[config.mk]
export PLATFORM = sky130hd
export DESIGN_NAME = mbus_rd_arbiter
export DESIGN_NICKNAME = d
export VERILOG_FILES = /design/src/rtl/mbus_pkg.sv /design/src/rtl/mbus_tag_fifo.sv /design/src/rtl/mbus_rd_arbiter.sv
export SDC_FILE = /design/constraint.sdc
export NUM_CORES = 1
export LEC_CHECK = 0
export ABC_AREA = 1
export BUFFER_PORTS_ARGS = -buffer_cell sky130_fd_sc_hd__buf_4
export CAP_MARGIN = 20
export CORE_MARGIN = 3
export CORE_UTILIZATION = 36
export CTS_CLUSTER_DIAMETER = 120
export CTS_CLUSTER_SIZE = 40
export DETAILED_ROUTE_END_ITERATION = 10
export GPL_TIMING_DRIVEN = 0
export PLACE_DENSITY = 0.81
export SYNTH_ARGS = -nofsm -noshare
export SYNTH_HDL_FRONTEND = slang
export SYNTH_SLANG_ARGS = --single-unit
[constraint.sdc]
create_clock -name clk -period 2.82 [get_ports clk]
set_input_delay 0.141 -clock clk [delete_from_list [all_inputs] [get_ports clk]]
set_output_delay 0.141 -clock clk [all_outputs]
set_load 0.01 [all_outputs]
[src/rtl/mbus_pkg.sv]
// Shared constants, tag type and arbitration helper for the MBUS read arbiter.
package mbus_pkg;

    localparam int REQ_SCALAR = 0;
    localparam int REQ_VECTOR = 1;
    localparam int NUM_REQ    = 2;

    typedef logic tag_t;

    // Pick a requester: hold keeps the previous owner, a tie goes to the
    // requester that was not granted last.
    function automatic tag_t rr_pick(input logic [NUM_REQ-1:0] valid,
                                     input tag_t               last,
                                     input logic               hold);
        tag_t pick;
        if (hold) begin
            pick = last;
        end else begin
            case (valid)
                2'b01:   pick = 1'b0;
                2'b10:   pick = 1'b1;
                default: pick = ~last;
            endcase
        end
        return pick;
    endfunction

endpackage

[src/rtl/mbus_tag_fifo.sv]
// Tag FIFO recording which requester owns each outstanding read, in issue order.
module mbus_tag_fifo
    import mbus_pkg::*;
#(
    parameter int DEPTH_BITS = 3
) (
    input  logic clk,
    input  logic rst_n,
    input  logic push,
    input  tag_t push_tag,
    input  logic pop,
    output tag_t head,
    output logic full,
    output logic empty
);

    localparam int DEPTH = 1 << DEPTH_BITS;

    tag_t                  mem_q [DEPTH];
    logic [DEPTH_BITS-1:0] wr_ptr_q, wr_ptr_d;
    logic [DEPTH_BITS-1:0] rd_ptr_q, rd_ptr_d;
    logic [DEPTH_BITS:0]   count_q, count_d;
    logic                  push_ok, pop_ok;

    assign push_ok = push & ~full;
    assign pop_ok  = pop & ~empty;

    // The count never exceeds DEPTH, so its top bit alone marks full.
    assign full  = count_q[DEPTH_BITS];
    assign empty = (count_q == '0);
    assign head  = mem_q[rd_ptr_q];

    always_comb begin
        wr_ptr_d = wr_ptr_q;
        rd_ptr_d = rd_ptr_q;
        count_d  = count_q;
        if (push_ok) begin
            wr_ptr_d = wr_ptr_q + DEPTH_BITS'(1);
        end
        if (pop_ok) begin
            rd_ptr_d = rd_ptr_q + DEPTH_BITS'(1);
        end
        if (push_ok && !pop_ok) begin
            count_d = count_q + (DEPTH_BITS + 1)'(1);
        end else if (pop_ok && !push_ok) begin
            count_d = count_q - (DEPTH_BITS + 1)'(1);
        end
    end

    always_ff @(posedge clk or negedge rst_n) begin
        if (!rst_n) begin
            wr_ptr_q <= '0;
            rd_ptr_q <= '0;
            count_q  <= '0;
        end else begin
            wr_ptr_q <= wr_ptr_d;
            rd_ptr_q <= rd_ptr_d;
            count_q  <= count_d;
        end
    end

    always_ff @(posedge clk) begin
        if (push_ok) begin
            mem_q[wr_ptr_q] <= push_tag;
        end
    end

endmodule

[src/rtl/mbus_rd_arbiter.sv]
// Two-requester (scalar/vector) read arbiter onto one MBUS read port.
// Define MBUS_ARB_LOCK_EN to let req_lock hold the grant for bursts.
module mbus_rd_arbiter
    import mbus_pkg::*;
#(
    parameter int MBUS_ADDR_WIDTH = 32,
    parameter int MBUS_DATA_WIDTH = 32,
    parameter int OUTS_BITS       = 3
) (
    input  logic                           clk,
    input  logic                           rst_n,
    input  logic [2*MBUS_ADDR_WIDTH-1:0]   req_ar_addr,
    input  logic [NUM_REQ-1:0]             req_ar_valid,
    output logic [NUM_REQ-1:0]             req_ar_ready,
    input  logic [NUM_REQ-1:0]             req_lock,
    output logic [MBUS_DATA_WIDTH-1:0]     req_r_data,
    output logic [NUM_REQ-1:0]             req_r_valid,
    input  logic [NUM_REQ-1:0]             req_r_ready,
    output logic [MBUS_ADDR_WIDTH-1:0]     mbus_ar_addr,
    output logic                           mbus_ar_valid,
    input  logic                           mbus_ar_ready,
    input  logic [MBUS_DATA_WIDTH-1:0]     mbus_r_data,
    input  logic                           mbus_r_valid,
    output logic                           mbus_r_ready,
    output logic                           busy,
    output logic                           err_spurious
);

    tag_t grant;
    tag_t last_grant_q, last_grant_d;
    logic err_q, err_d;
    logic hold;
    logic ar_hs, r_pop;
    logic tag_full, tag_empty;
    tag_t tag_head;

`ifdef MBUS_ARB_LOCK_EN
    assign hold = req_lock[last_grant_q] & req_ar_valid[last_grant_q];
`else
    logic unused_lock;
    assign unused_lock = ^req_lock;
    assign hold        = 1'b0;
`endif

    always_comb begin
        grant         = rr_pick(req_ar_valid, last_grant_q, hold);
        mbus_ar_addr  = grant ? req_ar_addr[2*MBUS_ADDR_WIDTH-1:MBUS_ADDR_WIDTH]
                              : req_ar_addr[MBUS_ADDR_WIDTH-1:0];
        mbus_ar_valid = req_ar_valid[grant] & ~tag_full;
        req_ar_ready  = '0;
        req_ar_ready[grant] = mbus_ar_ready & ~tag_full;
    end

    assign ar_hs = mbus_ar_valid & mbus_ar_ready;

    // With no outstanding read the response is swallowed rather than stalled.
    always_comb begin
        req_r_valid  = '0;
        mbus_r_ready = 1'b1;
        if (!tag_empty) begin
            req_r_valid[tag_head] = mbus_r_valid;
            mbus_r_ready          = req_r_ready[tag_head];
        end
    end

    assign r_pop      = mbus_r_valid & mbus_r_ready & ~tag_empty;
    assign req_r_data = mbus_r_data;
    assign busy       = ~tag_empty;

    always_comb begin
        last_grant_d = ar_hs ? grant : last_grant_q;
        err_d        = err_q | (mbus_r_valid & tag_empty);
    end

    always_ff @(posedge clk or negedge rst_n) begin
        if (!rst_n) begin
            last_grant_q <= 1'b1;
            err_q        <= 1'b0;
        end else begin
            last_grant_q <= last_grant_d;
            err_q        <= err_d;
        end
    end

    assign err_spurious = err_q;

    mbus_tag_fifo #(
        .DEPTH_BITS (OUTS_BITS)
    ) u_tag_fifo (
        .clk      (clk),
        .rst_n    (rst_n),
        .push     (ar_hs),
        .push_tag (grant),
        .pop      (r_pop),
        .head     (tag_head),
        .full     (tag_full),
        .empty    (tag_empty)
    );

endmodule

== After elaboration in Yosys (flattened, before gate mapping) ==
Memory sizes are Yosys's and may differ from the RTL's.
Index checks and enable logic that the tools add are counted.

* Output and inout port bits: 72
* Memories: 1
* RAM bits: 8
* Register bits after elaboration: 12
* Logic and storage cells: 54
* Input port bits: 106

* Reductions and logical operators: 8
* Bitwise gates (word level): 14
* Equality and inequality tests: 2
* Order comparisons: 4
* Mux-type cells: 16
* $add $sub $neg: 4

{| class="wikitable"
|+ Memories
! name !! words !! bits a word !! read ports !! clocked after Yosys merged registers in !! write ports !! RTL line !! text
|-
| u_tag_fifo.mem_q || 8 || 1 || 1 || 0 || 1 || mbus_tag_fifo.sv:19 || <nowiki>tag_t mem_q [DEPTH];</nowiki>
|}

{| class="wikitable"
|+ Operators with widths
! kind !! count
|-
| $mux 32 || 1
|-
| $mux 1 || 9
|-
| $and 1x1->1 || 8
|-
| $mux 4 || 2
|-
| $add 3x1->3 const B || 2
|-
| $add 4x1->4 const B || 1
|-
| $and 2x2->2 || 2
|-
| $logic_and 1x1->1 || 4
|-
| $logic_not 4->1 || 1
|-
| $lt 1x2->1 const B || 2
|-
| $sub 4x1->4 const B || 1
|-
| $not 1->1 || 3
|-
| $demux 1 s1 || 2
|-
| $eq 2x1->1 const B || 1
|-
| $eq 2x2->1 const B || 1
|-
| $ge 1x1->1 const B || 2
|-
| $logic_not 1->1 || 2
|-
| $mux 2 || 1
|-
| $pmux 1 s2 || 1
|-
| $reduce_bool 2->1 || 1
|-
| $or 1x1->1 || 1
|}

== Logic depth before layout (Yosys ltp) ==
Gate-level depths: netlist of the first run.

* Depth in word-level cells: 11
* Depth in mapped cells: 17
* Gate-level depth less buffers: 17

== Cells and area by module ==
Synthesis of the first run repeated with hierarchy kept, for this count alone.

* Cells, all modules: 286
* Area total of the unflattened synthesis: 1,873.0 sq um

{| class="wikitable"
|+ Modules (own cells, without submodules)
! module !! area an instance (sq um) !! times used !! seq. area each (sq um) !! cells each
|-
| mbus_tag_fifo || 948.4 || 1 || 490.5 || 111
|-
| mbus_rd_arbiter || 924.6 || 1 || 51.3 || 175
|}

== Worst setup path before layout of the first run ==
No wires, ideal clock.

* Path type: register to register
* From: register u_tag_fifo.rd_ptr_q[0]
* To: register u_tag_fifo.count_q[3]
* Cell stages (with the launch flop): 18
* Arrival: 2.148 ns
* Buffers on the path: 0
* Library setup time: 0.125 ns
* Period minus slack after synthesis: 2.274 ns
* Data required time: 2.695 ns
* Setup slack: 0.546 ns
* Path through: dfrtp_1 -> inv_2 -> nand2_1 -> nand3_1 -> nand3_2 -> nand2_2 -> nand2_2 -> nand2_2 -> nand3_4 -> ha_1 -> inv_1 -> ha_1 -> a21o_1 -> a21oi_1 -> nand2_1 -> nand2_1 -> nor2_1 -> xor2_1

* Word-level cells in the longest chain between the ends: 10
* Elaborated cells on any way between the ends: 12
* Those cells by class: 4 x mux; 3 x bitwise; 4 x reduce/logical; 1 x memory

{| class="wikitable"
|+ Ends and longest elaborated chain
! item !! RTL line !! text
|-
| start, declared || mbus_tag_fifo.sv:21 || <nowiki>logic [DEPTH_BITS-1:0] rd_ptr_q, rd_ptr_d;</nowiki>
|-
| start signal, assigned || mbus_tag_fifo.sv:57 || <nowiki>rd_ptr_q <= rd_ptr_d;</nowiki>
|-
| $mem_v2 8x1 * || n/a ||
|-
| $mux 1 (not written as such) * (2 in a row) || mbus_rd_arbiter.sv:62 || <nowiki>mbus_r_ready = req_r_ready[tag_head];</nowiki>
|-
| $mux 1 * || mbus_rd_arbiter.sv:60 || <nowiki>if (!tag_empty) begin</nowiki>
|-
| $and 1x1->1 * (2 in a row) || mbus_rd_arbiter.sv:66 || <nowiki>assign r_pop = mbus_r_valid & mbus_r_ready & ~tag_empty;</nowiki>
|-
| $and 1x1->1 * || mbus_tag_fifo.sv:26 || <nowiki>assign pop_ok = pop & ~empty;</nowiki>
|-
| $logic_not 1->1 || mbus_tag_fifo.sv:43 || <nowiki>if (push_ok && !pop_ok) begin</nowiki>
|-
| $logic_and 1x1->1 || mbus_tag_fifo.sv:43 ||
|-
| $mux 4 / $reduce_bool 2->1 (equally long branches) || n/a ||
|-
| end signal, assigned || mbus_tag_fifo.sv:58 || <nowiki>count_q <= count_d;</nowiki>
|-
| end, declared || mbus_tag_fifo.sv:22 || <nowiki>logic [DEPTH_BITS:0] count_q, count_d;</nowiki>
|}

Mark *: on every way between the ends. The rest lies on a longest branch, timed or not. The select of a mux whose other input is x is not followed.
A chain may end at the register's enable or synchronous reset.

== Final worst setup path of the first run ==
Same ends and word-level chain as after synthesis.

==> results of run 1 <==
==> power groups by stage <==
stage,sequential [mW],clock [mW],combinational [mW]
floorplan,0.509,0,0.804
global placement,0.525,0,1.30
detailed placement,0.533,0,1.34
CTS,0.526,0.190,1.34
global route,0.545,0.200,1.49
finish,0.526,0.182,1.32
==> synth_stat cells, types with 4 or more instances <==
cell type,n
inv_1,12
nand2_1,128
ha_1,7
nand3_1,7
dfrtp_1,11
inv_2,8
nand3_2,4
nor2_1,14
nand2_2,6
edfxtp_1,8
buf_2,4
buf_4,32
==> routing by layer <==
layer,track usage [%],routed length (um)
met5,0,0
met3,6.028,545
met4,5.254,95
met1,17.30,1815
met2,37.70,3262
==> kinds of logic (layout without fill, tap and decap cells) <==
group	after synthesis	count (layout)	share of synthesized area (%)
simple gates	166	166	39.78
buf+inv	58	206	19.26
flops	20	20	30.43
fa+ha+maj	8	8	6.043
compound gates	6	6	2.038
xor+xnor	5	5	2.460
==> registers in the layout, summed over array words and instances, names as in the netlist <==
name and cells:
u_tag_fifo.wr_ptr_q 3, u_tag_fifo.count_q 4, u_tag_fifo.mem_q 8, last_grant_q 1, u_tag_fifo.rd_ptr_q 3, err_spurious 1
==> critical path, stage by stage (launching register included) <==
cell and delay, ps:
dfrtp_1 460, inv_2 120, nand2_1 60, nand3_1 80, nand3_2 110, nand2_2 90, nand2_2 70, nand2_2 80
nand3_4 80, ha_1 240, inv_1 120, ha_1 240, a21o_1 170, a21oi_1 170, nand2_1 80, nand2_1 60
nor2_1 40, xor2_1 130
==> through the flow <==
| step | total power, mW | hold WS [ps] | setup slack [ps] | instances | area, um^2 |
|---|---|---|---|---|---|
| 4_1_cts | 2.059 | 163.7 | 292.0 | 476 | 2990 |
| 6_report | 2.029 | 167.5 | 304.1 | 476 | 2990 |
| 5_1_grt | 2.238 | 168.4 | 25.31 | 476 | 2990 |
| 3_5_place_dp | 1.871 | -8.420 | 298.6 | 471 | 2935 |
| 2_1_floorplan | 1.313 | -154.6 | 546.4 | 263 | 1780 |
| 3_3_place_gp | 1.820 | -11.32 | 404.1 | 471 | 2935 |
==> final cells by class <==
type	instances	area [um^2]
Inverter	20	75.07
Tap cell	65	81.33
Sequential cell	20	541.8
Buffer	38	267.8
Fill cell	442	1574
Timing Repair Buffer	144	1084
Clock inverter	1	3.754
Clock buffer	3	41.29
Multi-Input combinational cell	185	895.9
==> worst max-delay path by stage <==
| stage | from | endpoint | slack [ps] | depth (start not counted) |
|---|---|---|---|---|
| 2_1_floorplan | u_tag_fifo.rd_ptr_q[0] | u_tag_fifo.count_q[3] | 550 | 17 |
| 3_3_place_gp | u_tag_fifo.rd_ptr_q[0] | u_tag_fifo.count_q[3] | 400 | 17 |
| 3_5_place_dp | u_tag_fifo.rd_ptr_q[0] | u_tag_fifo.count_q[3] | 300 | 17 |
| 4_1_cts | u_tag_fifo.rd_ptr_q[0] | u_tag_fifo.count_q[3] | 290 | 17 |
| 5_1_grt | u_tag_fifo.rd_ptr_q[0] | u_tag_fifo.count_q[3] | 30 | 17 |
| 6_report | u_tag_fifo.rd_ptr_q[0] | u_tag_fifo.count_q[3] | 300 | 17 |
==> cell usage in the layout (no fill, tap or decap) <==
cell type	synthesis	layout
buf_4	32	175
nand2_1	128	128
nor2_1	14	14
inv_1	12	12
dfrtp_1	11	11
inv_2	8	8
edfxtp_1	8	8
nand3_1	7	7
ha_1	7	7
nand2_2	6	6
buf_2	4	4
nand3_2	4	4
or2_1	3	3
xor2_1	3	3
clkbuf_8	0	3
clkbuf_1	2	2
a21oi_1	2	2
xnor2_1	2	2
o21ai_0	2	2
nor2_4	1	1
nor3_1	1	1
nor3_2	1	1
a31o_2	1	1
nand3_4	1	1
a21o_1	1	1
fa_1	1	1
clkinv_1	0	1
dlygate4sd3_1	0	1
dfstp_2	1	1
==> what timing repair did <==
action,4_1_cts,5_1_grt
setup buffers,0,0
hold endpoints to repair,12,0
hold buffers,1,0
==> out/results.tsv, run 1 <==
stage	metric	value	unit
grt	first-pass GRT wire length	9018	um
worst_setup_path	Worst Path Class, Setup	reg -> reg	
worst_hold_path	Hold Path Class	in -> reg	
outcome	outcome	completed	
synth	leading area contributor after synthesis	nand2_1	
placed_design	Post-DP HPWL	5069	um
detailed_routing	Post-Route WL	5718	um
power	Clk network pwr share	9.0	%
finish	Final nets	526	
floorplanning	Top-Level Pins	178	
worst_setup_path	WP data required	2960	ps
synth	Synth Instances	263	
power	combinational share of power	65.1	%
timing	min cycle time layout	2516	ps
timing	total count of hold-check failures in the final report	0	
worst_setup_path	worst reg-to-reg path cell count	17	
grt	vias in the first global route	2099	
grt	grt ovf	0	
worst_setup_path	R2R Path Start	u_tag_fifo.rd_ptr_q[0]	
detailed_routing	DR iter-0 viols	49	
detailed_routing	Via Count	2058	
power	Sequential Power Share	25.9	%
placed_design	quantity of I/O buffers inserted on ports	143	
timing	Setup TNS Final	0	ps
grt	Total GRT Usage	18.58	%
detailed_routing	wire per inst	12.01	um
synth	Ys Warns	0	
finish	share of cells above drive strength 1	49.88	%
timing	Final Skew	2.740	ps
detailed_routing	via/cell ratio	4.324	
floorplanning	Initial Utilization	39.01	%
synth	top_reg_cell synth	dfrtp_1	
cts	Worst-path clk slew	70	ps
synth	synthesized area	1780	um^2
power	PD cells	678.5	nW/um^2
timing	Slew @ Worst Pin	501.3	ps
cts	Root Driver	clkbuf_8	
floorplanning	Core Box Area	4564	um^2
floorplanning	die span in x	76.33	um
detailed_routing	DRC Markers	0	
worst_hold_path	min-delay src	mbus_r_valid	
cts	htree depth	1	
job	count of max-cap constraint violations	0	
grt	initial antenna violation count	0	
power	switching share of total power	43.98	%
timing	unrepaired setup endpoints after global routing	no	
worst_setup_path	register-to-register setup slack	300	ps
worst_hold_path	hold path cells	2	
synth	Seq cells post-synth	20	
synth	mean post-synth cell area	6.770	um^2
worst_setup_path	crit path max fanout	7	
grt	largest net degree at the start of global routing	18	
finish	post-layout util	65.52	%
power	cell-internal power	1.137	mW
worst_setup_path	CP Data Arrival Time	2650	ps
placed_design	Final GP Congestion	0.8264	
worst_setup_path	Reg-to-Reg End	u_tag_fifo.count_q[3]	
power	P_sw	0.8923	mW
synth	synth top area cells	nand2_1 27%, dfrtp_1 15%, buf_4 13%, edfxtp_1 13%, ha_1 4.9%	
synth	EDFF count, synth	8	
worst_setup_path	Worst setup SP type	register	
worst_setup_path	CP Capture Type	register	
worst_hold_path	hold worst-path end	err_spurious	
floorplanning	die area	5826	um^2
cts	number of buffers created by CTS	3	
detailed_routing	first drt pass iteration count	4	
cts	CTS tree	done	
floorplanning	row cnt	24	
cts	clock latency on the worst-skew pair	250	ps
synth	synthesized net count	377	
timing	Setup Viol. Count Final	0	
timing	part of the cycle the worst path needs	89.22	%
timing	Pins Over Slew Limit	0	
power	leak pwr	1.744	nW
synth	async set-reset flop share out of synthesis	60.00	%
detailed_routing	Routed Antenna Nets	0	
synth	top-area cell type share of the netlist area	26.99	%
cts	deepest clock path buffer count	2	
power	worst vdd ir	0.0003133	V
floorplanning	Die Y	76.33	um
timing	Fmax achieved	0.3975	GHz
synth	number of distinct library cells after synthesis	26	
cts	post-CTS resize count	0	
timing	relative slew slack	66.58	%
synth	sequential share of the synthesized area	30.43	%
finish	Diodes inserted	0	
cts	clock sink count	20	
finish	synth-to-layout area growth	67.96	%
Power figures use the tool's default switching activity.
==> inputs of run 2 (changes only) <==
Settings changed: ABC_AREA 1 to 0, CORE_UTILIZATION 36 to 35, PLACE_DENSITY 0.81 to 0.8, SETUP_SLACK_MARGIN set to 0.5.
==> out/results.tsv, run 2 <==
stage	metric	value	unit	change
outcome	outcome	completed		unchanged
synth	Post-synth top cells	109 x nand2_1, 32 x buf_4, 11 x dfrtp_1		was 128 x nand2_1, 32 x buf_4, 14 x nor2_1
finish	most frequent cells in the layout	182 x buf_4, 109 x nand2_1, 10 x dfrtp_1		was 175 x buf_4, 128 x nand2_1, 14 x nor2_1
floorplanning	die area	5700	um^2	was 5826 um^2
timing	Pins Over Slew Limit	0		unchanged
placed_design	placed insts	420		was 471
power	worst vdd ir	0.0003161	V	was 0.0003133 V
cts	Root Driver	clkbuf_8		unchanged
power	total power	2.112	mW	was 2.029 mW
cts	Worst-path clk slew	70	ps	about the same
grt	Total GRT Usage	18.29	%	was 18.58%
grt	grt ovf	0		unchanged
power	leak pwr	1.648	nW	was 1.744 nW
synth	number of distinct library cells after synthesis	29		was 26
finish	Final nets	495		was 526
synth	mean post-synth cell area	7.513	um^2	was 6.770 um^2
cts	clock sink count	20		unchanged
detailed_routing	Post-Route WL	5512	um	was 5718 um
grt	largest net degree at the start of global routing	18		unchanged
floorplanning	Die Y	75.50	um	was 76.33 um
detailed_routing	Via Count	1894		was 2058
timing	Fmax achieved	0.3767	GHz	was 0.3975 GHz
detailed_routing	via/cell ratio	4.384		was 4.324
placed_design	placed instance area	2840	um^2	was 2935 um^2
timing	Setup Viol. Count Final	0		unchanged
cts	deepest clock path buffer count	2		unchanged
grt	first-pass GRT wire length	8017	um	was 9018 um
floorplanning	row cnt	24		unchanged
worst_setup_path	CP Data Arrival Time	2790	ps	was 2650 ps
worst_setup_path	WP data required	2960	ps	about the same
cts	number of buffers created by CTS	3		unchanged
placed_design	Final GP Congestion	0.7856		was 0.8264
synth	sequential share of the synthesized area	32.05	%	was 30.43%
worst_setup_path	CP Capture Type	register		unchanged
detailed_routing	DR iter-0 viols	57		was 49
cts	CTS tree	done		unchanged
detailed_routing	DRC Markers	0		unchanged
synth	synth top area cells	nand2_1 24%, dfrtp_1 16%, buf_4 14%, edfxtp_1 14%, ha_1 5.2%		was nand2_1 27%, dfrtp_1 15%, buf_4 13%, edfxtp_1 13%, ha_1 4.9%
finish	largest registers	u_tag_fifo.mem_q (8), u_tag_fifo.count_q (4)		unchanged
power	PD cells	708.0	nW/um^2	was 678.5 nW/um^2
placed_design	Post-DP HPWL	4737	um	was 5069 um
floorplanning	Core Box Area	4504	um^2	was 4564 um^2
synth	top-area cell type share of the netlist area	24.20	%	was 26.99%
timing	Slew @ Worst Pin	405.3	ps	was 501.3 ps
finish	Diodes inserted	0		unchanged
worst_setup_path	Worst setup SP type	register		unchanged
finish	share of cells above drive strength 1	52.89	%	was 49.88%
finish	synth-to-layout area growth	76.46	%	was 67.96%
timing	relative slew slack	72.98	%	was 66.58%
job	count of max-cap constraint violations	0		unchanged
finish	max reg flops	8		unchanged
timing	Final Skew	2.214	ps	was 2.740 ps
finish	Final Non-Filler Cells	432		was 476
detailed_routing	Routed Antenna Nets	0		unchanged
timing	WHS	163.8	ps	was 167.5 ps
finish	Final Cell Area	2983	um^2	was 2990 um^2
timing	total count of hold-check failures in the final report	0		unchanged
synth	EDFF count, synth	8		unchanged
floorplanning	Top-Level Pins	178		unchanged
detailed_routing	first drt pass iteration count	4		unchanged
finish	commonest non-fill, non-tap cell in the layout	buf_4		unchanged
timing	min cycle time layout	2655	ps	was 2516 ps
synth	synthesized net count	339		was 377
worst_hold_path	Hold Path Class	in -> reg		unchanged
synth	Synth Instances	225		was 263
timing	unrepaired setup endpoints after global routing	yes		was no
synth	leading area contributor after synthesis	nand2_1		unchanged
synth	Ys Warns	0		unchanged
cts	htree depth	1		unchanged
synth	Seq cells post-synth	20		unchanged
worst_setup_path	crit path max fanout	4		was 7
detailed_routing	wire per inst	12.76	um	was 12.01 um
grt	initial antenna violation count	0		unchanged
synth	synthesized area	1690	um^2	was 1780 um^2
synth	top_reg_cell synth	dfrtp_1		unchanged
floorplanning	Initial Utilization	37.53	%	was 39.01%
finish	largest reg by FF count	u_tag_fifo.mem_q		unchanged
placed_design	quantity of I/O buffers inserted on ports	143		unchanged
finish	fillers	412		was 442
timing	part of the cycle the worst path needs	94.15	%	was 89.22%
cts	clock latency on the worst-skew pair	260	ps	was 250 ps
grt	vias in the first global route	1791		was 2099
worst_setup_path	Worst Path Class, Setup	reg -> reg		unchanged
timing	Setup TNS Final	0	ps	unchanged
synth	async set-reset flop share out of synthesis	60.00	%	unchanged
synth	most common cell in the synthesized netlist	nand2_1		unchanged
floorplanning	die span in x	75.50	um	was 76.33 um
run 2: worst paths after layout:
path / start / cells past startpoint / endpoint / slack [ps]
setup / recovery: u_tag_fifo.rd_ptr_q[0] / 12 / u_tag_fifo.count_q[3] / 170
hold / removal: mbus_r_valid / 3 / err_spurious / 160
setup reg to reg: u_tag_fifo.rd_ptr_q[0] / 12 / u_tag_fifo.count_q[3] / 170
hold reg to reg: last_grant_q / 2 / last_grant_q / 500
max in group asynchronous: rst_n / 2 / last_grant_q / 2330
min in group asynchronous: rst_n / 2 / err_spurious / 260
run 2: kinds of logic after synthesis:
logic type,synth area share (%)
multiplexers,7.846
AND/OR/NAND/NOR,30.27
XOR/XNOR,4.145
buffers and inverters,17.54
flip-flops,32.05
adder cells (fa/ha/maj),6.365
AO/OA/AOI/OAI,1.777
run 2: final cells by class:
cell class / instances / area, um^2 / share of cell area, %
Sequential cell: 20 / 543.0 / 18.20
Buffer: 39 / 267.8 / 8.977
Inverter: 8 / 33.78 / 1.133
Clock buffer: 4 / 45.04 / 1.510
Timing Repair Buffer: 151 / 1136 / 38.09
Multi-Input combinational cell: 158 / 892.1 / 29.91
Tap cell: 52 / 65.06 / 2.181
run 2: layer usage:
layer  part of all wire (%)  up-vias  track usage, %
li1                       -      983               -
met4                   0.78        0           4.660
met3                    9.4        4           6.332
met1                     33      830           19.87
met5                      0        -               0
met2                     57       77           33.75
run 2: worst max-delay path, cell delays in order, from the launching register on:
cell and delay (ps):
dfrtp_2 420, mux4_2 530, mux2_4 310, mux2i_4 180
inv_2 60, ha_4 170, inv_4 60, ha_4 180
a21o_1 160, a21oi_2 140, xnor2_1 130, nor2_1 60
xor2_1 140
run 2: power breakdown:
part | total (mW) | internal, mW | switching (mW)
Sequential | 0.544 | 0.419 | 0.124
Combinational | 1.38 | 0.744 | 0.633
Clock | 0.191 | 0.101 | 0.0909
Total | 2.11 | 1.26 | 0.848
run 2: through the flow:
| step | worst slack (ps) | util, % |
|---|---|---|
| CTS | 117.0 | 65.33 |
| detailed placement | -42.33 | 63.06 |
| floorplan | 138.5 | - |
| global route | 29.36 | 66.22 |
| finish | 165.0 | 66.22 |
| global placement | 1.152 | 63.06 |
run 2: repair_timing:
action,CTS,global route
resized for setup,6,5
endpoints found under the hold margin,12,0
setup endpoints to repair,32,27
buffers inserted,5,2
pin swaps,2,3
hold buffers,1,0
